**config.mk**
```make
export PLATFORM = sky130hd
export DESIGN_NAME = nasti_buf_ch_flat
export DESIGN_NICKNAME = d
export VERILOG_FILES = /design/src/rtl/nasti_buf_ch_if.sv /design/src/rtl/nasti_buf_ch.sv /design/src/flat_wrapper.sv
export SDC_FILE = /design/constraint.sdc
export NUM_CORES = 1
export LEC_CHECK = 0
export CAP_MARGIN = 20
export CELL_PAD_IN_SITES_DETAIL_PLACEMENT = 0
export CELL_PAD_IN_SITES_GLOBAL_PLACEMENT = 2
export CORE_MARGIN = 2
export CORE_UTILIZATION = 36
export DETAILED_ROUTE_END_ITERATION = 16
export GPL_TIMING_DRIVEN = 0
export PLACE_DENSITY = 0.81
export SETUP_SLACK_MARGIN = 0.3
export SLEW_MARGIN = 20
export SYNTH_ARGS = -nofsm -noshare
export SYNTH_HDL_FRONTEND = slang
export SYNTH_SLANG_ARGS = --single-unit
```
**constraint.sdc**
```tcl
create_clock -name clk -period 3.8 [get_ports clk]
set_input_delay 0.38 -clock clk [delete_from_list [all_inputs] [get_ports clk]]
set_output_delay 0.38 -clock clk [all_outputs]
set_load 0.01 [all_outputs]
```
**src/rtl/nasti_buf_ch_if.sv**
```systemverilog
`default_nettype none
// ============================================================================
// Module      : nasti_channel (interface)
// Description : NASTI (AXI4) five-channel bundle with master/slave modports.
// Revision    : 1.0 - initial release
// ============================================================================
interface nasti_channel #(
  parameter int ID_WIDTH   = 1,
  parameter int ADDR_WIDTH = 8,
  parameter int DATA_WIDTH = 8,
  parameter int USER_WIDTH = 1
);
  logic [ID_WIDTH-1:0]     aw_id;
  logic [ADDR_WIDTH-1:0]   aw_addr;
  logic [7:0]              aw_len;
  logic [2:0]              aw_size;
  logic [1:0]              aw_burst;
  logic                    aw_lock;
  logic [3:0]              aw_cache;
  logic [2:0]              aw_prot;
  logic [3:0]              aw_qos;
  logic [3:0]              aw_region;
  logic [USER_WIDTH-1:0]   aw_user;
  logic                    aw_valid;
  logic                    aw_ready;

  logic [ID_WIDTH-1:0]     ar_id;
  logic [ADDR_WIDTH-1:0]   ar_addr;
  logic [7:0]              ar_len;
  logic [2:0]              ar_size;
  logic [1:0]              ar_burst;
  logic                    ar_lock;
  logic [3:0]              ar_cache;
  logic [2:0]              ar_prot;
  logic [3:0]              ar_qos;
  logic [3:0]              ar_region;
  logic [USER_WIDTH-1:0]   ar_user;
  logic                    ar_valid;
  logic                    ar_ready;

  logic [DATA_WIDTH-1:0]   w_data;
  logic [DATA_WIDTH/8-1:0] w_strb;
  logic                    w_last;
  logic [USER_WIDTH-1:0]   w_user;
  logic                    w_valid;
  logic                    w_ready;

  logic [ID_WIDTH-1:0]     b_id;
  logic [1:0]              b_resp;
  logic [USER_WIDTH-1:0]   b_user;
  logic                    b_valid;
  logic                    b_ready;

  logic [ID_WIDTH-1:0]     r_id;
  logic [DATA_WIDTH-1:0]   r_data;
  logic [1:0]              r_resp;
  logic                    r_last;
  logic [USER_WIDTH-1:0]   r_user;
  logic                    r_valid;
  logic                    r_ready;

  modport master (
    output aw_id, aw_addr, aw_len, aw_size, aw_burst, aw_lock, aw_cache, aw_prot,
           aw_qos, aw_region, aw_user, aw_valid,
    input  aw_ready,
    output ar_id, ar_addr, ar_len, ar_size, ar_burst, ar_lock, ar_cache, ar_prot,
           ar_qos, ar_region, ar_user, ar_valid,
    input  ar_ready,
    output w_data, w_strb, w_last, w_user, w_valid,
    input  w_ready,
    input  b_id, b_resp, b_user, b_valid,
    output b_ready,
    input  r_id, r_data, r_resp, r_last, r_user, r_valid,
    output r_ready
  );

  modport slave (
    input  aw_id, aw_addr, aw_len, aw_size, aw_burst, aw_lock, aw_cache, aw_prot,
           aw_qos, aw_region, aw_user, aw_valid,
    output aw_ready,
    input  ar_id, ar_addr, ar_len, ar_size, ar_burst, ar_lock, ar_cache, ar_prot,
           ar_qos, ar_region, ar_user, ar_valid,
    output ar_ready,
    input  w_data, w_strb, w_last, w_user, w_valid,
    output w_ready,
    output b_id, b_resp, b_user, b_valid,
    input  b_ready,
    output r_id, r_data, r_resp, r_last, r_user, r_valid,
    input  r_ready
  );
endinterface
`default_nettype wire

```
**src/rtl/nasti_buf_ch.sv**
```systemverilog
`default_nettype none
// ============================================================================
// Module      : nasti_buf_ch (with helper nasti_buf_fifo)
// Description : Per-channel configurable NASTI register slice / FIFO with
//               outstanding-transaction limits and an idle indication.
//               Define NASTI_BUF_CH_STATS_EN to expose occupancy, outstanding
//               counters and a stall-cycle counter.
// Revision    : 1.0 - initial release
// ============================================================================

// Count-based FIFO; ready depends only on registered occupancy.
module nasti_buf_fifo #(
  parameter int WIDTH = 1,
  parameter int DEPTH = 2,
  parameter int CNT_W = $clog2(DEPTH + 1)
) (
  input  logic             clk,
  input  logic             rstn,
  input  logic             in_valid,
  output logic             in_ready,
  input  logic [WIDTH-1:0] in_data,
  output logic             out_valid,
  input  logic             out_ready,
  output logic [WIDTH-1:0] out_data,
  output logic [CNT_W-1:0] count
);
  localparam int               PTR_W    = (DEPTH > 1) ? $clog2(DEPTH) : 1;
  localparam logic [PTR_W-1:0] LAST_PTR = PTR_W'(DEPTH - 1);
  localparam logic [CNT_W-1:0] FULL_CNT = CNT_W'(DEPTH);

  logic [WIDTH-1:0] mem_q [DEPTH];
  logic [WIDTH-1:0] mem_d [DEPTH];
  logic [CNT_W-1:0] count_q, count_d;
  logic [PTR_W-1:0] wp_q, wp_d, rp_q, rp_d;
  logic             push, pop;

  assign in_ready  = (count_q != FULL_CNT);
  assign out_valid = (count_q != '0);
  assign out_data  = mem_q[rp_q];
  assign count     = count_q;
  assign push      = in_valid && in_ready;
  assign pop       = out_valid && out_ready;

  // Next-state: payload write, pointer wrap at DEPTH, occupancy update.
  always_comb begin
    mem_d   = mem_q;
    wp_d    = wp_q;
    rp_d    = rp_q;
    count_d = count_q;
    if (push) begin
      mem_d[wp_q] = in_data;
      wp_d        = (wp_q == LAST_PTR) ? '0 : wp_q + PTR_W'(1);
    end
    if (pop) begin
      rp_d = (rp_q == LAST_PTR) ? '0 : rp_q + PTR_W'(1);
    end
    if (push && !pop) begin
      count_d = count_q + CNT_W'(1);
    end else if (pop && !push) begin
      count_d = count_q - CNT_W'(1);
    end
  end

  // Control state with asynchronous reset.
  always_ff @(posedge clk or negedge rstn) begin
    if (!rstn) begin
      count_q <= '0;
      wp_q    <= '0;
      rp_q    <= '0;
    end else begin
      count_q <= count_d;
      wp_q    <= wp_d;
      rp_q    <= rp_d;
    end
  end

  // Payload storage is deliberately left without reset.
  always_ff @(posedge clk) begin
    mem_q <= mem_d;
  end
endmodule

module nasti_buf_ch #(
  parameter int ID_WIDTH   = 1,
  parameter int ADDR_WIDTH = 8,
  parameter int DATA_WIDTH = 8,
  parameter int USER_WIDTH = 1,
  parameter int AW_DEPTH   = 2,
  parameter int AR_DEPTH   = 2,
  parameter int W_DEPTH    = 2,
  parameter int B_DEPTH    = 2,
  parameter int R_DEPTH    = 2,
  parameter int MAX_WR_OUT = 0,
  parameter int MAX_RD_OUT = 0,
  localparam int AW_CW = (AW_DEPTH == 0) ? 1 : $clog2(AW_DEPTH + 1),
  localparam int AR_CW = (AR_DEPTH == 0) ? 1 : $clog2(AR_DEPTH + 1),
  localparam int W_CW  = (W_DEPTH  == 0) ? 1 : $clog2(W_DEPTH + 1),
  localparam int B_CW  = (B_DEPTH  == 0) ? 1 : $clog2(B_DEPTH + 1),
  localparam int R_CW  = (R_DEPTH  == 0) ? 1 : $clog2(R_DEPTH + 1),
  // An unlimited counter still needs a real width for idle tracking.
  localparam int WR_W  = (MAX_WR_OUT == 0) ? 16 : $clog2(MAX_WR_OUT + 1),
  localparam int RD_W  = (MAX_RD_OUT == 0) ? 16 : $clog2(MAX_RD_OUT + 1)
) (
  input  logic          clk,
  input  logic          rstn,
  nasti_channel.slave   master,
  nasti_channel.master  slave,
  output logic          idle
`ifdef NASTI_BUF_CH_STATS_EN
  ,
  output logic [AW_CW-1:0] aw_cnt,
  output logic [AR_CW-1:0] ar_cnt,
  output logic [W_CW-1:0]  w_cnt,
  output logic [B_CW-1:0]  b_cnt,
  output logic [R_CW-1:0]  r_cnt,
  output logic [WR_W-1:0]  wr_out_cnt,
  output logic [RD_W-1:0]  rd_out_cnt,
  output logic [31:0]      stall_cycles
`endif
);
  localparam int AX_W = ID_WIDTH + ADDR_WIDTH + USER_WIDTH + 29;
  localparam int W_W  = DATA_WIDTH + DATA_WIDTH / 8 + 1 + USER_WIDTH;
  localparam int B_W  = ID_WIDTH + 2 + USER_WIDTH;
  localparam int R_W  = ID_WIDTH + DATA_WIDTH + 3 + USER_WIDTH;
  localparam logic [WR_W-1:0] WR_CAP = (MAX_WR_OUT == 0) ? {WR_W{1'b1}} : WR_W'(MAX_WR_OUT);
  localparam logic [RD_W-1:0] RD_CAP = (MAX_RD_OUT == 0) ? {RD_W{1'b1}} : RD_W'(MAX_RD_OUT);

  logic [AX_W-1:0]  aw_in, aw_out, ar_in, ar_out;
  logic [W_W-1:0]   w_in, w_out;
  logic [B_W-1:0]   b_in, b_out;
  logic [R_W-1:0]   r_in, r_out;
  logic             aw_in_valid, aw_in_ready, aw_out_valid;
  logic             ar_in_valid, ar_in_ready, ar_out_valid;
  logic             w_in_ready, w_out_valid;
  logic             b_in_ready, b_out_valid;
  logic             r_in_ready, r_out_valid;
  logic [AW_CW-1:0] aw_count;
  logic [AR_CW-1:0] ar_count;
  logic [W_CW-1:0]  w_count;
  logic [B_CW-1:0]  b_count;
  logic [R_CW-1:0]  r_count;
  logic [WR_W-1:0]  wr_out_q, wr_out_d;
  logic [RD_W-1:0]  rd_out_q, rd_out_d;
  logic             aw_block, ar_block, aw_hs, ar_hs, b_hs, r_last_hs;

  // Outstanding-limit gating; the limit is only active for a non-zero maximum.
  assign aw_block = (MAX_WR_OUT != 0) && (wr_out_q == WR_CAP);
  assign ar_block = (MAX_RD_OUT != 0) && (rd_out_q == RD_CAP);

  // Request-side packing (master -> slave).
  assign aw_in = {master.aw_id, master.aw_addr, master.aw_len, master.aw_size, master.aw_burst,
                  master.aw_lock, master.aw_cache, master.aw_prot, master.aw_qos,
                  master.aw_region, master.aw_user};
  assign ar_in = {master.ar_id, master.ar_addr, master.ar_len, master.ar_size, master.ar_burst,
                  master.ar_lock, master.ar_cache, master.ar_prot, master.ar_qos,
                  master.ar_region, master.ar_user};
  assign w_in  = {master.w_data, master.w_strb, master.w_last, master.w_user};
  assign aw_in_valid     = master.aw_valid && !aw_block;
  assign ar_in_valid     = master.ar_valid && !ar_block;
  assign master.aw_ready = aw_in_ready && !aw_block;
  assign master.ar_ready = ar_in_ready && !ar_block;
  assign master.w_ready  = w_in_ready;
  assign {slave.aw_id, slave.aw_addr, slave.aw_len, slave.aw_size, slave.aw_burst,
          slave.aw_lock, slave.aw_cache, slave.aw_prot, slave.aw_qos,
          slave.aw_region, slave.aw_user} = aw_out;
  assign {slave.ar_id, slave.ar_addr, slave.ar_len, slave.ar_size, slave.ar_burst,
          slave.ar_lock, slave.ar_cache, slave.ar_prot, slave.ar_qos,
          slave.ar_region, slave.ar_user} = ar_out;
  assign {slave.w_data, slave.w_strb, slave.w_last, slave.w_user} = w_out;
  assign slave.aw_valid = aw_out_valid;
  assign slave.ar_valid = ar_out_valid;
  assign slave.w_valid  = w_out_valid;

  // Response-side packing (slave -> master).
  assign b_in = {slave.b_id, slave.b_resp, slave.b_user};
  assign r_in = {slave.r_id, slave.r_data, slave.r_resp, slave.r_last, slave.r_user};
  assign slave.b_ready = b_in_ready;
  assign slave.r_ready = r_in_ready;
  assign {master.b_id, master.b_resp, master.b_user} = b_out;
  assign {master.r_id, master.r_data, master.r_resp, master.r_last, master.r_user} = r_out;
  assign master.b_valid = b_out_valid;
  assign master.r_valid = r_out_valid;

  generate
    if (AW_DEPTH == 0) begin : g_aw_pass
      assign aw_out       = aw_in;
      assign aw_out_valid = aw_in_valid;
      assign aw_in_ready  = slave.aw_ready;
      assign aw_count     = '0;
    end else begin : g_aw_fifo
      nasti_buf_fifo #(.WIDTH(AX_W), .DEPTH(AW_DEPTH), .CNT_W(AW_CW)) u_fifo (
        .clk(clk), .rstn(rstn), .in_valid(aw_in_valid), .in_ready(aw_in_ready),
        .in_data(aw_in), .out_valid(aw_out_valid), .out_ready(slave.aw_ready),
        .out_data(aw_out), .count(aw_count));
    end

    if (AR_DEPTH == 0) begin : g_ar_pass
      assign ar_out       = ar_in;
      assign ar_out_valid = ar_in_valid;
      assign ar_in_ready  = slave.ar_ready;
      assign ar_count     = '0;
    end else begin : g_ar_fifo
      nasti_buf_fifo #(.WIDTH(AX_W), .DEPTH(AR_DEPTH), .CNT_W(AR_CW)) u_fifo (
        .clk(clk), .rstn(rstn), .in_valid(ar_in_valid), .in_ready(ar_in_ready),
        .in_data(ar_in), .out_valid(ar_out_valid), .out_ready(slave.ar_ready),
        .out_data(ar_out), .count(ar_count));
    end

    if (W_DEPTH == 0) begin : g_w_pass
      assign w_out       = w_in;
      assign w_out_valid = master.w_valid;
      assign w_in_ready  = slave.w_ready;
      assign w_count     = '0;
    end else begin : g_w_fifo
      nasti_buf_fifo #(.WIDTH(W_W), .DEPTH(W_DEPTH), .CNT_W(W_CW)) u_fifo (
        .clk(clk), .rstn(rstn), .in_valid(master.w_valid), .in_ready(w_in_ready),
        .in_data(w_in), .out_valid(w_out_valid), .out_ready(slave.w_ready),
        .out_data(w_out), .count(w_count));
    end

    if (B_DEPTH == 0) begin : g_b_pass
      assign b_out       = b_in;
      assign b_out_valid = slave.b_valid;
      assign b_in_ready  = master.b_ready;
      assign b_count     = '0;
    end else begin : g_b_fifo
      nasti_buf_fifo #(.WIDTH(B_W), .DEPTH(B_DEPTH), .CNT_W(B_CW)) u_fifo (
        .clk(clk), .rstn(rstn), .in_valid(slave.b_valid), .in_ready(b_in_ready),
        .in_data(b_in), .out_valid(b_out_valid), .out_ready(master.b_ready),
        .out_data(b_out), .count(b_count));
    end

    if (R_DEPTH == 0) begin : g_r_pass
      assign r_out       = r_in;
      assign r_out_valid = slave.r_valid;
      assign r_in_ready  = master.r_ready;
      assign r_count     = '0;
    end else begin : g_r_fifo
      nasti_buf_fifo #(.WIDTH(R_W), .DEPTH(R_DEPTH), .CNT_W(R_CW)) u_fifo (
        .clk(clk), .rstn(rstn), .in_valid(slave.r_valid), .in_ready(r_in_ready),
        .in_data(r_in), .out_valid(r_out_valid), .out_ready(master.r_ready),
        .out_data(r_out), .count(r_count));
    end
  endgenerate

  // Outstanding transactions are counted at the master-side handshakes.
  assign aw_hs     = master.aw_valid && master.aw_ready;
  assign ar_hs     = master.ar_valid && master.ar_ready;
  assign b_hs      = master.b_valid && master.b_ready;
  assign r_last_hs = master.r_valid && master.r_ready && master.r_last;

  // Saturating up/down counters; simultaneous issue and completion cancel.
  always_comb begin
    wr_out_d = wr_out_q;
    rd_out_d = rd_out_q;
    if (aw_hs && !b_hs && (wr_out_q != WR_CAP)) begin
      wr_out_d = wr_out_q + WR_W'(1);
    end else if (b_hs && !aw_hs && (wr_out_q != '0)) begin
      wr_out_d = wr_out_q - WR_W'(1);
    end
    if (ar_hs && !r_last_hs && (rd_out_q != RD_CAP)) begin
      rd_out_d = rd_out_q + RD_W'(1);
    end else if (r_last_hs && !ar_hs && (rd_out_q != '0)) begin
      rd_out_d = rd_out_q - RD_W'(1);
    end
  end

  // Outstanding counter registers.
  always_ff @(posedge clk or negedge rstn) begin
    if (!rstn) begin
      wr_out_q <= '0;
      rd_out_q <= '0;
    end else begin
      wr_out_q <= wr_out_d;
      rd_out_q <= rd_out_d;
    end
  end

  assign idle = (aw_count == '0) && (ar_count == '0) && (w_count == '0) &&
                (b_count == '0) && (r_count == '0) &&
                (wr_out_q == '0) && (rd_out_q == '0);

`ifdef NASTI_BUF_CH_STATS_EN
  logic [31:0] stall_q, stall_d;
  logic        any_stall;

  assign any_stall = (master.aw_valid && !master.aw_ready) ||
                     (master.ar_valid && !master.ar_ready) ||
                     (master.w_valid  && !master.w_ready)  ||
                     (master.b_valid  && !master.b_ready)  ||
                     (master.r_valid  && !master.r_ready);

  // Wrapping count of cycles with any master-side channel stalled.
  always_comb begin
    stall_d = stall_q;
    if (any_stall) begin
      stall_d = stall_q + 32'd1;
    end
  end

  // Stall counter register.
  always_ff @(posedge clk or negedge rstn) begin
    if (!rstn) begin
      stall_q <= '0;
    end else begin
      stall_q <= stall_d;
    end
  end

  assign aw_cnt       = aw_count;
  assign ar_cnt       = ar_count;
  assign w_cnt        = w_count;
  assign b_cnt        = b_count;
  assign r_cnt        = r_count;
  assign wr_out_cnt   = wr_out_q;
  assign rd_out_cnt   = rd_out_q;
  assign stall_cycles = stall_q;
`endif
endmodule
`default_nettype wire

```
**src/flat_wrapper.sv**
```systemverilog
// flat-port wrapper written by rule: the top's interface ports become plain ports
module nasti_buf_ch_flat 
#(
  parameter int ID_WIDTH   = 1,
  parameter int ADDR_WIDTH = 8,
  parameter int DATA_WIDTH = 8,
  parameter int USER_WIDTH = 1,
  parameter int AW_DEPTH   = 2,
  parameter int AR_DEPTH   = 2,
  parameter int W_DEPTH    = 2,
  parameter int B_DEPTH    = 2,
  parameter int R_DEPTH    = 2,
  parameter int MAX_WR_OUT = 0,
  parameter int MAX_RD_OUT = 0,
  localparam int AW_CW = (AW_DEPTH == 0) ? 1 : $clog2(AW_DEPTH + 1),
  localparam int AR_CW = (AR_DEPTH == 0) ? 1 : $clog2(AR_DEPTH + 1),
  localparam int W_CW  = (W_DEPTH  == 0) ? 1 : $clog2(W_DEPTH + 1),
  localparam int B_CW  = (B_DEPTH  == 0) ? 1 : $clog2(B_DEPTH + 1),
  localparam int R_CW  = (R_DEPTH  == 0) ? 1 : $clog2(R_DEPTH + 1),
                                                                     
  localparam int WR_W  = (MAX_WR_OUT == 0) ? 16 : $clog2(MAX_WR_OUT + 1),
  localparam int RD_W  = (MAX_RD_OUT == 0) ? 16 : $clog2(MAX_RD_OUT + 1)
)
  (clk, rstn, idle, master_aw_id, master_aw_addr, master_aw_len, master_aw_size, master_aw_burst, master_aw_lock, master_aw_cache, master_aw_prot, master_aw_qos, master_aw_region, master_aw_user, master_aw_valid, master_aw_ready, master_ar_id, master_ar_addr, master_ar_len, master_ar_size, master_ar_burst, master_ar_lock, master_ar_cache, master_ar_prot, master_ar_qos, master_ar_region, master_ar_user, master_ar_valid, master_ar_ready, master_w_data, master_w_strb, master_w_last, master_w_user, master_w_valid, master_w_ready, master_b_id, master_b_resp, master_b_user, master_b_valid, master_b_ready, master_r_id, master_r_data, master_r_resp, master_r_last, master_r_user, master_r_valid, master_r_ready, slave_aw_id, slave_aw_addr, slave_aw_len, slave_aw_size, slave_aw_burst, slave_aw_lock, slave_aw_cache, slave_aw_prot, slave_aw_qos, slave_aw_region, slave_aw_user, slave_aw_valid, slave_aw_ready, slave_ar_id, slave_ar_addr, slave_ar_len, slave_ar_size, slave_ar_burst, slave_ar_lock, slave_ar_cache, slave_ar_prot, slave_ar_qos, slave_ar_region, slave_ar_user, slave_ar_valid, slave_ar_ready, slave_w_data, slave_w_strb, slave_w_last, slave_w_user, slave_w_valid, slave_w_ready, slave_b_id, slave_b_resp, slave_b_user, slave_b_valid, slave_b_ready, slave_r_id, slave_r_data, slave_r_resp, slave_r_last, slave_r_user, slave_r_valid, slave_r_ready);
  nasti_channel #(.ID_WIDTH(ID_WIDTH), .ADDR_WIDTH(ADDR_WIDTH), .DATA_WIDTH(DATA_WIDTH), .USER_WIDTH(USER_WIDTH)) master_i ();
  nasti_channel #(.ID_WIDTH(ID_WIDTH), .ADDR_WIDTH(ADDR_WIDTH), .DATA_WIDTH(DATA_WIDTH), .USER_WIDTH(USER_WIDTH)) slave_i ();
  input  logic clk;
  input  logic rstn;
  output logic idle;
  input wire logic [$bits(master_i.aw_id)-1:0] master_aw_id;
  input wire logic [$bits(master_i.aw_addr)-1:0] master_aw_addr;
  input wire logic [$bits(master_i.aw_len)-1:0] master_aw_len;
  input wire logic [$bits(master_i.aw_size)-1:0] master_aw_size;
  input wire logic [$bits(master_i.aw_burst)-1:0] master_aw_burst;
  input wire logic [$bits(master_i.aw_lock)-1:0] master_aw_lock;
  input wire logic [$bits(master_i.aw_cache)-1:0] master_aw_cache;
  input wire logic [$bits(master_i.aw_prot)-1:0] master_aw_prot;
  input wire logic [$bits(master_i.aw_qos)-1:0] master_aw_qos;
  input wire logic [$bits(master_i.aw_region)-1:0] master_aw_region;
  input wire logic [$bits(master_i.aw_user)-1:0] master_aw_user;
  input wire logic [$bits(master_i.aw_valid)-1:0] master_aw_valid;
  output wire logic [$bits(master_i.aw_ready)-1:0] master_aw_ready;
  input wire logic [$bits(master_i.ar_id)-1:0] master_ar_id;
  input wire logic [$bits(master_i.ar_addr)-1:0] master_ar_addr;
  input wire logic [$bits(master_i.ar_len)-1:0] master_ar_len;
  input wire logic [$bits(master_i.ar_size)-1:0] master_ar_size;
  input wire logic [$bits(master_i.ar_burst)-1:0] master_ar_burst;
  input wire logic [$bits(master_i.ar_lock)-1:0] master_ar_lock;
  input wire logic [$bits(master_i.ar_cache)-1:0] master_ar_cache;
  input wire logic [$bits(master_i.ar_prot)-1:0] master_ar_prot;
  input wire logic [$bits(master_i.ar_qos)-1:0] master_ar_qos;
  input wire logic [$bits(master_i.ar_region)-1:0] master_ar_region;
  input wire logic [$bits(master_i.ar_user)-1:0] master_ar_user;
  input wire logic [$bits(master_i.ar_valid)-1:0] master_ar_valid;
  output wire logic [$bits(master_i.ar_ready)-1:0] master_ar_ready;
  input wire logic [$bits(master_i.w_data)-1:0] master_w_data;
  input wire logic [$bits(master_i.w_strb)-1:0] master_w_strb;
  input wire logic [$bits(master_i.w_last)-1:0] master_w_last;
  input wire logic [$bits(master_i.w_user)-1:0] master_w_user;
  input wire logic [$bits(master_i.w_valid)-1:0] master_w_valid;
  output wire logic [$bits(master_i.w_ready)-1:0] master_w_ready;
  output wire logic [$bits(master_i.b_id)-1:0] master_b_id;
  output wire logic [$bits(master_i.b_resp)-1:0] master_b_resp;
  output wire logic [$bits(master_i.b_user)-1:0] master_b_user;
  output wire logic [$bits(master_i.b_valid)-1:0] master_b_valid;
  input wire logic [$bits(master_i.b_ready)-1:0] master_b_ready;
  output wire logic [$bits(master_i.r_id)-1:0] master_r_id;
  output wire logic [$bits(master_i.r_data)-1:0] master_r_data;
  output wire logic [$bits(master_i.r_resp)-1:0] master_r_resp;
  output wire logic [$bits(master_i.r_last)-1:0] master_r_last;
  output wire logic [$bits(master_i.r_user)-1:0] master_r_user;
  output wire logic [$bits(master_i.r_valid)-1:0] master_r_valid;
  input wire logic [$bits(master_i.r_ready)-1:0] master_r_ready;
  output wire logic [$bits(slave_i.aw_id)-1:0] slave_aw_id;
  output wire logic [$bits(slave_i.aw_addr)-1:0] slave_aw_addr;
  output wire logic [$bits(slave_i.aw_len)-1:0] slave_aw_len;
  output wire logic [$bits(slave_i.aw_size)-1:0] slave_aw_size;
  output wire logic [$bits(slave_i.aw_burst)-1:0] slave_aw_burst;
  output wire logic [$bits(slave_i.aw_lock)-1:0] slave_aw_lock;
  output wire logic [$bits(slave_i.aw_cache)-1:0] slave_aw_cache;
  output wire logic [$bits(slave_i.aw_prot)-1:0] slave_aw_prot;
  output wire logic [$bits(slave_i.aw_qos)-1:0] slave_aw_qos;
  output wire logic [$bits(slave_i.aw_region)-1:0] slave_aw_region;
  output wire logic [$bits(slave_i.aw_user)-1:0] slave_aw_user;
  output wire logic [$bits(slave_i.aw_valid)-1:0] slave_aw_valid;
  input wire logic [$bits(slave_i.aw_ready)-1:0] slave_aw_ready;
  output wire logic [$bits(slave_i.ar_id)-1:0] slave_ar_id;
  output wire logic [$bits(slave_i.ar_addr)-1:0] slave_ar_addr;
  output wire logic [$bits(slave_i.ar_len)-1:0] slave_ar_len;
  output wire logic [$bits(slave_i.ar_size)-1:0] slave_ar_size;
  output wire logic [$bits(slave_i.ar_burst)-1:0] slave_ar_burst;
  output wire logic [$bits(slave_i.ar_lock)-1:0] slave_ar_lock;
  output wire logic [$bits(slave_i.ar_cache)-1:0] slave_ar_cache;
  output wire logic [$bits(slave_i.ar_prot)-1:0] slave_ar_prot;
  output wire logic [$bits(slave_i.ar_qos)-1:0] slave_ar_qos;
  output wire logic [$bits(slave_i.ar_region)-1:0] slave_ar_region;
  output wire logic [$bits(slave_i.ar_user)-1:0] slave_ar_user;
  output wire logic [$bits(slave_i.ar_valid)-1:0] slave_ar_valid;
  input wire logic [$bits(slave_i.ar_ready)-1:0] slave_ar_ready;
  output wire logic [$bits(slave_i.w_data)-1:0] slave_w_data;
  output wire logic [$bits(slave_i.w_strb)-1:0] slave_w_strb;
  output wire logic [$bits(slave_i.w_last)-1:0] slave_w_last;
  output wire logic [$bits(slave_i.w_user)-1:0] slave_w_user;
  output wire logic [$bits(slave_i.w_valid)-1:0] slave_w_valid;
  input wire logic [$bits(slave_i.w_ready)-1:0] slave_w_ready;
  input wire logic [$bits(slave_i.b_id)-1:0] slave_b_id;
  input wire logic [$bits(slave_i.b_resp)-1:0] slave_b_resp;
  input wire logic [$bits(slave_i.b_user)-1:0] slave_b_user;
  input wire logic [$bits(slave_i.b_valid)-1:0] slave_b_valid;
  output wire logic [$bits(slave_i.b_ready)-1:0] slave_b_ready;
  input wire logic [$bits(slave_i.r_id)-1:0] slave_r_id;
  input wire logic [$bits(slave_i.r_data)-1:0] slave_r_data;
  input wire logic [$bits(slave_i.r_resp)-1:0] slave_r_resp;
  input wire logic [$bits(slave_i.r_last)-1:0] slave_r_last;
  input wire logic [$bits(slave_i.r_user)-1:0] slave_r_user;
  input wire logic [$bits(slave_i.r_valid)-1:0] slave_r_valid;
  output wire logic [$bits(slave_i.r_ready)-1:0] slave_r_ready;
  assign master_i.aw_id = master_aw_id;
  assign master_i.aw_addr = master_aw_addr;
  assign master_i.aw_len = master_aw_len;
  assign master_i.aw_size = master_aw_size;
  assign master_i.aw_burst = master_aw_burst;
  assign master_i.aw_lock = master_aw_lock;
  assign master_i.aw_cache = master_aw_cache;
  assign master_i.aw_prot = master_aw_prot;
  assign master_i.aw_qos = master_aw_qos;
  assign master_i.aw_region = master_aw_region;
  assign master_i.aw_user = master_aw_user;
  assign master_i.aw_valid = master_aw_valid;
  assign master_aw_ready = master_i.aw_ready;
  assign master_i.ar_id = master_ar_id;
  assign master_i.ar_addr = master_ar_addr;
  assign master_i.ar_len = master_ar_len;
  assign master_i.ar_size = master_ar_size;
  assign master_i.ar_burst = master_ar_burst;
  assign master_i.ar_lock = master_ar_lock;
  assign master_i.ar_cache = master_ar_cache;
  assign master_i.ar_prot = master_ar_prot;
  assign master_i.ar_qos = master_ar_qos;
  assign master_i.ar_region = master_ar_region;
  assign master_i.ar_user = master_ar_user;
  assign master_i.ar_valid = master_ar_valid;
  assign master_ar_ready = master_i.ar_ready;
  assign master_i.w_data = master_w_data;
  assign master_i.w_strb = master_w_strb;
  assign master_i.w_last = master_w_last;
  assign master_i.w_user = master_w_user;
  assign master_i.w_valid = master_w_valid;
  assign master_w_ready = master_i.w_ready;
  assign master_b_id = master_i.b_id;
  assign master_b_resp = master_i.b_resp;
  assign master_b_user = master_i.b_user;
  assign master_b_valid = master_i.b_valid;
  assign master_i.b_ready = master_b_ready;
  assign master_r_id = master_i.r_id;
  assign master_r_data = master_i.r_data;
  assign master_r_resp = master_i.r_resp;
  assign master_r_last = master_i.r_last;
  assign master_r_user = master_i.r_user;
  assign master_r_valid = master_i.r_valid;
  assign master_i.r_ready = master_r_ready;
  assign slave_aw_id = slave_i.aw_id;
  assign slave_aw_addr = slave_i.aw_addr;
  assign slave_aw_len = slave_i.aw_len;
  assign slave_aw_size = slave_i.aw_size;
  assign slave_aw_burst = slave_i.aw_burst;
  assign slave_aw_lock = slave_i.aw_lock;
  assign slave_aw_cache = slave_i.aw_cache;
  assign slave_aw_prot = slave_i.aw_prot;
  assign slave_aw_qos = slave_i.aw_qos;
  assign slave_aw_region = slave_i.aw_region;
  assign slave_aw_user = slave_i.aw_user;
  assign slave_aw_valid = slave_i.aw_valid;
  assign slave_i.aw_ready = slave_aw_ready;
  assign slave_ar_id = slave_i.ar_id;
  assign slave_ar_addr = slave_i.ar_addr;
  assign slave_ar_len = slave_i.ar_len;
  assign slave_ar_size = slave_i.ar_size;
  assign slave_ar_burst = slave_i.ar_burst;
  assign slave_ar_lock = slave_i.ar_lock;
  assign slave_ar_cache = slave_i.ar_cache;
  assign slave_ar_prot = slave_i.ar_prot;
  assign slave_ar_qos = slave_i.ar_qos;
  assign slave_ar_region = slave_i.ar_region;
  assign slave_ar_user = slave_i.ar_user;
  assign slave_ar_valid = slave_i.ar_valid;
  assign slave_i.ar_ready = slave_ar_ready;
  assign slave_w_data = slave_i.w_data;
  assign slave_w_strb = slave_i.w_strb;
  assign slave_w_last = slave_i.w_last;
  assign slave_w_user = slave_i.w_user;
  assign slave_w_valid = slave_i.w_valid;
  assign slave_i.w_ready = slave_w_ready;
  assign slave_i.b_id = slave_b_id;
  assign slave_i.b_resp = slave_b_resp;
  assign slave_i.b_user = slave_b_user;
  assign slave_i.b_valid = slave_b_valid;
  assign slave_b_ready = slave_i.b_ready;
  assign slave_i.r_id = slave_r_id;
  assign slave_i.r_data = slave_r_data;
  assign slave_i.r_resp = slave_r_resp;
  assign slave_i.r_last = slave_r_last;
  assign slave_i.r_user = slave_r_user;
  assign slave_i.r_valid = slave_r_valid;
  assign slave_r_ready = slave_i.r_ready;
  nasti_buf_ch #(.ID_WIDTH(ID_WIDTH), .ADDR_WIDTH(ADDR_WIDTH), .DATA_WIDTH(DATA_WIDTH), .USER_WIDTH(USER_WIDTH), .AW_DEPTH(AW_DEPTH), .AR_DEPTH(AR_DEPTH), .W_DEPTH(W_DEPTH), .B_DEPTH(B_DEPTH), .R_DEPTH(R_DEPTH), .MAX_WR_OUT(MAX_WR_OUT), .MAX_RD_OUT(MAX_RD_OUT)) u_core (.clk(clk), .rstn(rstn), .master(master_i), .slave(slave_i), .idle(idle));
endmodule
```
After elaboration in Yosys (flattened, before gate mapping)
Index checks and enable logic that the tools add are counted.
W data, S select, Z words.

storage, ports and cells
  register bits = 264
  bits in read-only memories = 0
  input bits = 118
  memories kept = 0
  output and inout bits = 117
  bits in latches = 0
  bits in writable memories = 0
  word-level logic and storage cells = 209

cells by class
  $add $sub $neg = 24
  shift-type cells = 0
  bitwise logic cells = 10
  divide/modulo/power cells = 0
  mux-type cells = 54
  $mul = 0
  equality and inequality tests = 7
  $lt $le $gt $ge = 15
  reductions and logical operators = 72

operator list
  operator                 count
  $mux W39                 8
  $bwmux W78               2
  $demux W39 S1            2
  $mux W16                 4
  $mux W13                 4
  $mux W11                 4
  $logic_and A1 B1 Y1      40
  $add A16 B1 Y16 const B  2
  $logic_not A16 Y1        2
  $ne A16 B16 Y1 const B   2
  $reduce_bool A16 Y1      2
  $sub A16 B1 Y16 const B  2
  $bwmux W26               1
  $reduce_bool A2 Y1       12
  $bwmux W22               1
  $ge A2 B2 Y1 const B     10
  $mux W2                  10
  $not A1 Y2               10
  $mux W4                  4
  $demux W13 S1            1
  $demux W11 S1            1
  $logic_not A1 Y1         11
  $add A1 B1 Y1 const B    10
  $add A2 B1 Y2 const B    5
  7 further kinds          32

Logic depth before layout (Yosys ltp)
  depth after elaboration = 9
  gate-level depth with buffers = 12
  mapped depth without buffers = 11

Modules after synthesis
From an unflattened synthesis, not the netlist that was laid out.

second synthesis, totals
  cells, all modules = 733
  area total of the unflattened synthesis = 11,484.8 um^2

modules (own cells, without submodules)
  module                                         area an instance (um^2)  sequential area each (um^2)  cells each  instances
  nasti_buf_fifo at u_core.g_ar_fifo.u_fifo ...  3,032.9                  2,442.3                      139         2
  nasti_buf_ch                                   2,770.2                  800.8                        315         1
  nasti_buf_fifo at u_core.g_r_fifo.u_fifo       1,144.8                  880.8                        58          1
  nasti_buf_fifo at u_core.g_w_fifo.u_fifo       1,007.2                  760.7                        52          1
  nasti_buf_fifo at u_core.g_b_fifo.u_fifo       496.7                    340.3                        30          1

Worst setup path after synthesis
Ideal clock, no wire load.

  path type = reg-to-reg
  from = register u_core.g_b_fifo.u_fifo.count_q[0], in the netlist u_core.g_b_fifo.u_fifo.count[0]
  to = register u_core.wr_out_q[8]
  setup slack = 0.731 ns
  buffers on the path = 0
  arrival = 2.939 ns
  data required time = 3.670 ns
  cell stages (with the launch flop) = 12
  clock period less this slack = 3.069 ns
  library setup time = 0.130 ns
  cells stage by stage = dfrtp_1 -> or2_1 -> and2_1 -> nor3_4 -> inv_1 -> ha_1 -> nor2b_1 -> o31a_1 -> o31a_1 -> o21ai_0 -> nor4b_1 -> nor3_1

on the way
  cells in the longest elaborated chain, start to end = 6
  elaborated cells between the ends (all ways) = 9
  those cells by class = mux: 1; reduce/logical: 8

RTL lines
  item                                                   line                 RTL
  start, declared                                        nasti_buf_ch.sv:33   logic [CNT_W-1:0] count_q, count_d;
  start signal, assigned                                 nasti_buf_ch.sv:71   count_q <= count_d;
  $reduce_bool A2 Y1 *                                   nasti_buf_ch.sv:38   assign out_valid = (count_q != '0);
  via master_b_valid                                     flat_wrapper.sv:65   output wire logic [$bits(master_i.b_valid)-1:0] master_b_valid;
  $logic_and A1 B1 Y1 *                                  nasti_buf_ch.sv:249  assign b_hs = master.b_valid && master.b_ready;
  $logic_not A1 Y1                                       nasti_buf_ch.sv:256  if (aw_hs && !b_hs && (wr_out_q != WR_CAP)) begin
  $logic_and A1 B1 Y1 (2 in series)                      nasti_buf_ch.sv:256
  $mux W16 / $reduce_bool A2 Y1 (equally long branches)  -
  end signal, assigned                                   nasti_buf_ch.sv:274  wr_out_q <= wr_out_d;
  end, declared                                          nasti_buf_ch.sv:142  logic [WR_W-1:0] wr_out_q, wr_out_d;

The timed path passes the listed nets; every way through them passes the cells marked *.
A chain may end at the register's enable or synchronous reset.

Worst setup path in the final report
  from = register u_core.g_b_fifo.u_fifo.count_q[0], in the netlist u_core.g_b_fifo.u_fifo.count[0]
  to = register u_core.wr_out_q[12]

on the way
  cells in the longest elaborated chain, start to end = 6
  elaborated cells between the ends (all ways) = 9
  those cells by class = mux: 1; reduce/logical: 8

RTL lines
  item                                                   line
  $reduce_bool A2 Y1 *                                   nasti_buf_ch.sv:38
  $logic_and A1 B1 Y1 *                                  nasti_buf_ch.sv:249
  $logic_not A1 Y1                                       nasti_buf_ch.sv:256
  $logic_and A1 B1 Y1 (2 in series)                      nasti_buf_ch.sv:256
  $mux W16 / $reduce_bool A2 Y1 (equally long branches)  -

Every way passes the cells marked *; elsewhere a longest branch is shown, timed or not.

==> out/results.txt <==
Status: completed
CP Max Fanout: 5
Worst R2R Start: u_core.g_b_fifo.u_fifo.count[0]
Syn_nets: 897
Die Footprint: 33080 um^2
Final Max Slew Viols: 0
Top FF cell, synth: edfxtp_1
Placer Congestion: 0.7806
Crit path max-delay family: simple AND/OR/NAND/NOR gates
Non-Filler Instances: 1442
Layout Skew: 0.01086 ns
Initial Utilization: 36.28%
CTS tree: built
WL final: 25.97 mm
Core area: 31390 um^2
Register area share after synthesis: 67.32%
Synth Instances: 741
Final setup viols: 0
Startpoint Class: flop
Critical Path End Type: flop
Reg clk slew, reported paths: 0.06 ns
Post-Syn Area: 11390 um^2
Clock sink count: 264
Site Rows: 65
Remaining Overflow, GRT: 0
Max Cap Viol: 0
RSZ-0062 raised after global routing: true
Final Hold Violating Endpoints: 0
Inst Count DP: 1383
Initial antenna violation count: 1
Starting DRT DRC Count: 354
Headroom to the max-slew limit: 36.05%
Number of warnings issued by yosys: 0
VDD IR max: 0.0003829 V
Buffers & Inverters on Critical Path: 2
First-pass GRT wire length: 39.61 mm
Yosys reg bits: 264
Critical-path cell list: or2_1 -> and2_1 -> nor3_4 -> clkinvlp_4 -> buf_4 -> ha_1 -> nor2b_1 -> o31a_1 -> o31a_1 -> o2111ai_1 -> nor4bb_1 -> nor3_1
Clock Tree Root: clkbuf_16
Asr flop ratio synth: 19.70%
Die Height: 181.9 um
Routed Antenna Nets: 0
Fin worst setup slack: 0.4810 ns
P_leak: 5.528 nW
Slowest CP cell: dfrtp_1
Worst slew pin tran: 0.9557 ns
Setup TNS: 0 ns
Die width: 181.9 um
Final critical-path required period: 3.319 ns
Crit path kind: reg -> reg
Number of H-tree levels: 1
Final core area utilization: 48.79%
Total GRT Usage: 15.29%
DP HPWL: 18.78 mm
Placed inst area: 14380 um^2
Post-synth cell types: 61
Top Usage Layer GRT: met2
CP Data Arrival Time: 3.73 ns
Num ports: 235
R2R setup slack: 0.48 ns
DR vias/cell: 4.843
Design area: 15320 um^2
Vias in the first global route: 7060
Met1 Track Usage GR: 19.24%
DRC viols: 0
Avg Inst Size Synth: 15.37 um^2
Drt wl/cell: 18.01 um
Port buffer count: 234
Hold Path Class: in -> async
EDFF count, synth: 212
Pre-CTS setup slack: -0.1646 ns
Final period utilization: 87.34%
DRT Pass-1 Iters: 4
Fin nets: 1173
Worst-skew pair later-pin latency: 0.54 ns
FF-to-FF path depth: 12
Largest net degree at the start of global routing: 42
Routed vias: 6983
GRT met3 Usage: 3.831%
Worst path max stage delay: 0.42 ns
Most frequent cells in the layout: 233 x clkdlybuf4s50_1, 212 x edfxtp_1, 105 x mux2_2
GR met2 Demand/Resource: 26.64%
Area Overhead vs Synth: 34.48%
Cell Pwr Density: 848.6 nW/um^2
Critical path's most frequent cell: o31a_1
Share of cells above drive strength 1: 18.58%
Worst r2r dst: u_core.wr_out_q[12]
Critical Path RT: 4.21 ns
Commonest non-fill, non-tap cell in the layout: clkdlybuf4s50_1
Achievable Freq: 0.3013 GHz
Num CTS Buffers: 28
Bufs on Longest Clock Path: 3
-- per-layer routing --
metal / vias up / share of wire [%]
met5: - / 0
met4: 0 / 1.3
li1: 3384 / -
met3: 25 / 6.7
met2: 177 / 49
met1: 3397 / 43
-- kinds of logic (layout without fill, tap and decap cells) --
kind of cell / count (synthesis) / in the layout / synth area share [%]
AOI/OAI and AO/OA: 99 / 99 / 5.767
xor gates and xnor gates: 49 / 49 / 3.834
adders and majority gates: 38 / 38 / 4.306
buffers and inverters: 39 / 337 / 1.549
DFF: 264 / 264 / 67.32
muxes: 108 / 108 / 10.69
other: 0 / 1 / 0
and+or+nand+nor: 144 / 144 / 6.536
-- per-stage QoR --
step / hold WS (ns) / total power [mW]
floorplan: 0.08441 / 8.208
global placement: 0.4738 / 10.40
detailed placement: 0.2545 / 10.53
CTS: 0.2580 / 13.18
global route: 0.2592 / 13.87
finish: 0.2650 / 13.00
-- flip-flops by register name (all words and copies together) (netlist names), 2 cells and up --
register and cells:
u_core.wr_out_q 16, u_core.g_r_fifo.u_fifo.mem_q 26, u_core.g_r_fifo.u_fifo.count 2, u_core.g_aw_fifo.u_fifo.mem_q 78, u_core.g_b_fifo.u_fifo.mem_q 8, u_core.g_w_fifo.u_fifo.mem_q 22, u_core.g_b_fifo.u_fifo.count 2, u_core.rd_out_q 16
u_core.g_w_fifo.u_fifo.count 2, u_core.g_ar_fifo.u_fifo.count 2, u_core.g_ar_fifo.u_fifo.mem_q 78, u_core.g_aw_fifo.u_fifo.count 2
-- how the worst max path moves through the flow --
stage                                         start                                 to  slack, ns  cells past startpoint
floorplan           u_core.g_b_fifo.u_fifo.count[0]                 u_core.wr_out_q[8]       0.73                     11
global placement                    master_aw_valid  u_core.g_aw_fifo.u_fifo.mem_q[58]      -0.46                      3
detailed placement                  master_aw_valid                u_core.wr_out_q[12]      -0.16                     11
CTS                 u_core.g_b_fifo.u_fifo.count[0]                 u_core.wr_out_q[8]       0.46                     12
global route        u_core.g_b_fifo.u_fifo.count[0]                u_core.wr_out_q[12]       0.25                     12
finish              u_core.g_b_fifo.u_fifo.count[0]                u_core.wr_out_q[12]       0.48                     12
-- area by class of cell --
type                    instances  area, um^2
fillers                      2737       16080
flip-flops and latches        264        7667
multi-input cells             438        3572
repair buffers                246        2517
clock buffers                  36       750.7
well taps                     402       503.0
clock inverters                16       122.6
plain buffers                  19       102.6
inverters                      20       78.83
diodes                          1       2.502
-- what timing repair did --
| item | 4_1_cts | 5_1_grt |
|---|---|---|
| resized for setup | 1 | 3 |
| setup buffers | 5 | 0 |
| setup endpoints to repair | 7 | 4 |
| pin swaps | 1 | 0 |
| endpoints found under the hold margin | 52 | 0 |
| hold buffers | 1 | 0 |
-- power by group --
| group | switching, mW | internal (mW) | leakage, nW |
|---|---|---|---|
| clock | 1.09 | 1.47 | 0.422 |
| sequential | 0.433 | 4.05 | 2.58 |
| combinational | 2.98 | 2.98 | 2.53 |
| total | 4.50 | 8.49 | 5.53 |
-- Yosys cell counts (all sizes together) (2+ instances only) --
| cell type | instances | share of area [%] |
|---|---|---|
| a21oi | 25 | 1.2 |
| o31a | 2 | 0.15 |
| or2 | 5 | 0.27 |
| mux2 | 106 | 11 |
| a211oi | 8 | 0.53 |
| fa | 2 | 0.35 |
| nand2b | 5 | 0.27 |
| xnor2 | 30 | 2.4 |
| xor2 | 19 | 1.5 |
| a31o | 2 | 0.15 |
| nor3 | 10 | 0.54 |
| clkbuf | 7 | 0.23 |
| o221ai | 2 | 0.15 |
| o21ai | 26 | 1.3 |
| nand3 | 5 | 0.22 |
| buf | 12 | 0.66 |
| and2 | 2 | 0.13 |
| dfrtp | 52 | 11 |
| o21bai | 2 | 0.13 |
| mux2i | 2 | 0.18 |
| nor2b | 2 | 0.18 |
| nand2 | 40 | 1.3 |
| o2111ai | 3 | 0.23 |
| o31ai | 2 | 0.18 |
| nor2 | 33 | 1.2 |
| o211ai | 6 | 0.40 |
| edfxtp | 212 | 56 |
| nor4 | 12 | 0.66 |
| or3 | 3 | 0.16 |
| a31oi | 4 | 0.22 |
| o21a | 4 | 0.26 |
| nor4b | 2 | 0.15 |
| inv | 20 | 0.66 |
| ha | 36 | 4.0 |
| nand4 | 12 | 0.66 |
| a21o | 8 | 0.53 |
| and3 | 9 | 0.49 |
Power figures use the tool's default switching activity.
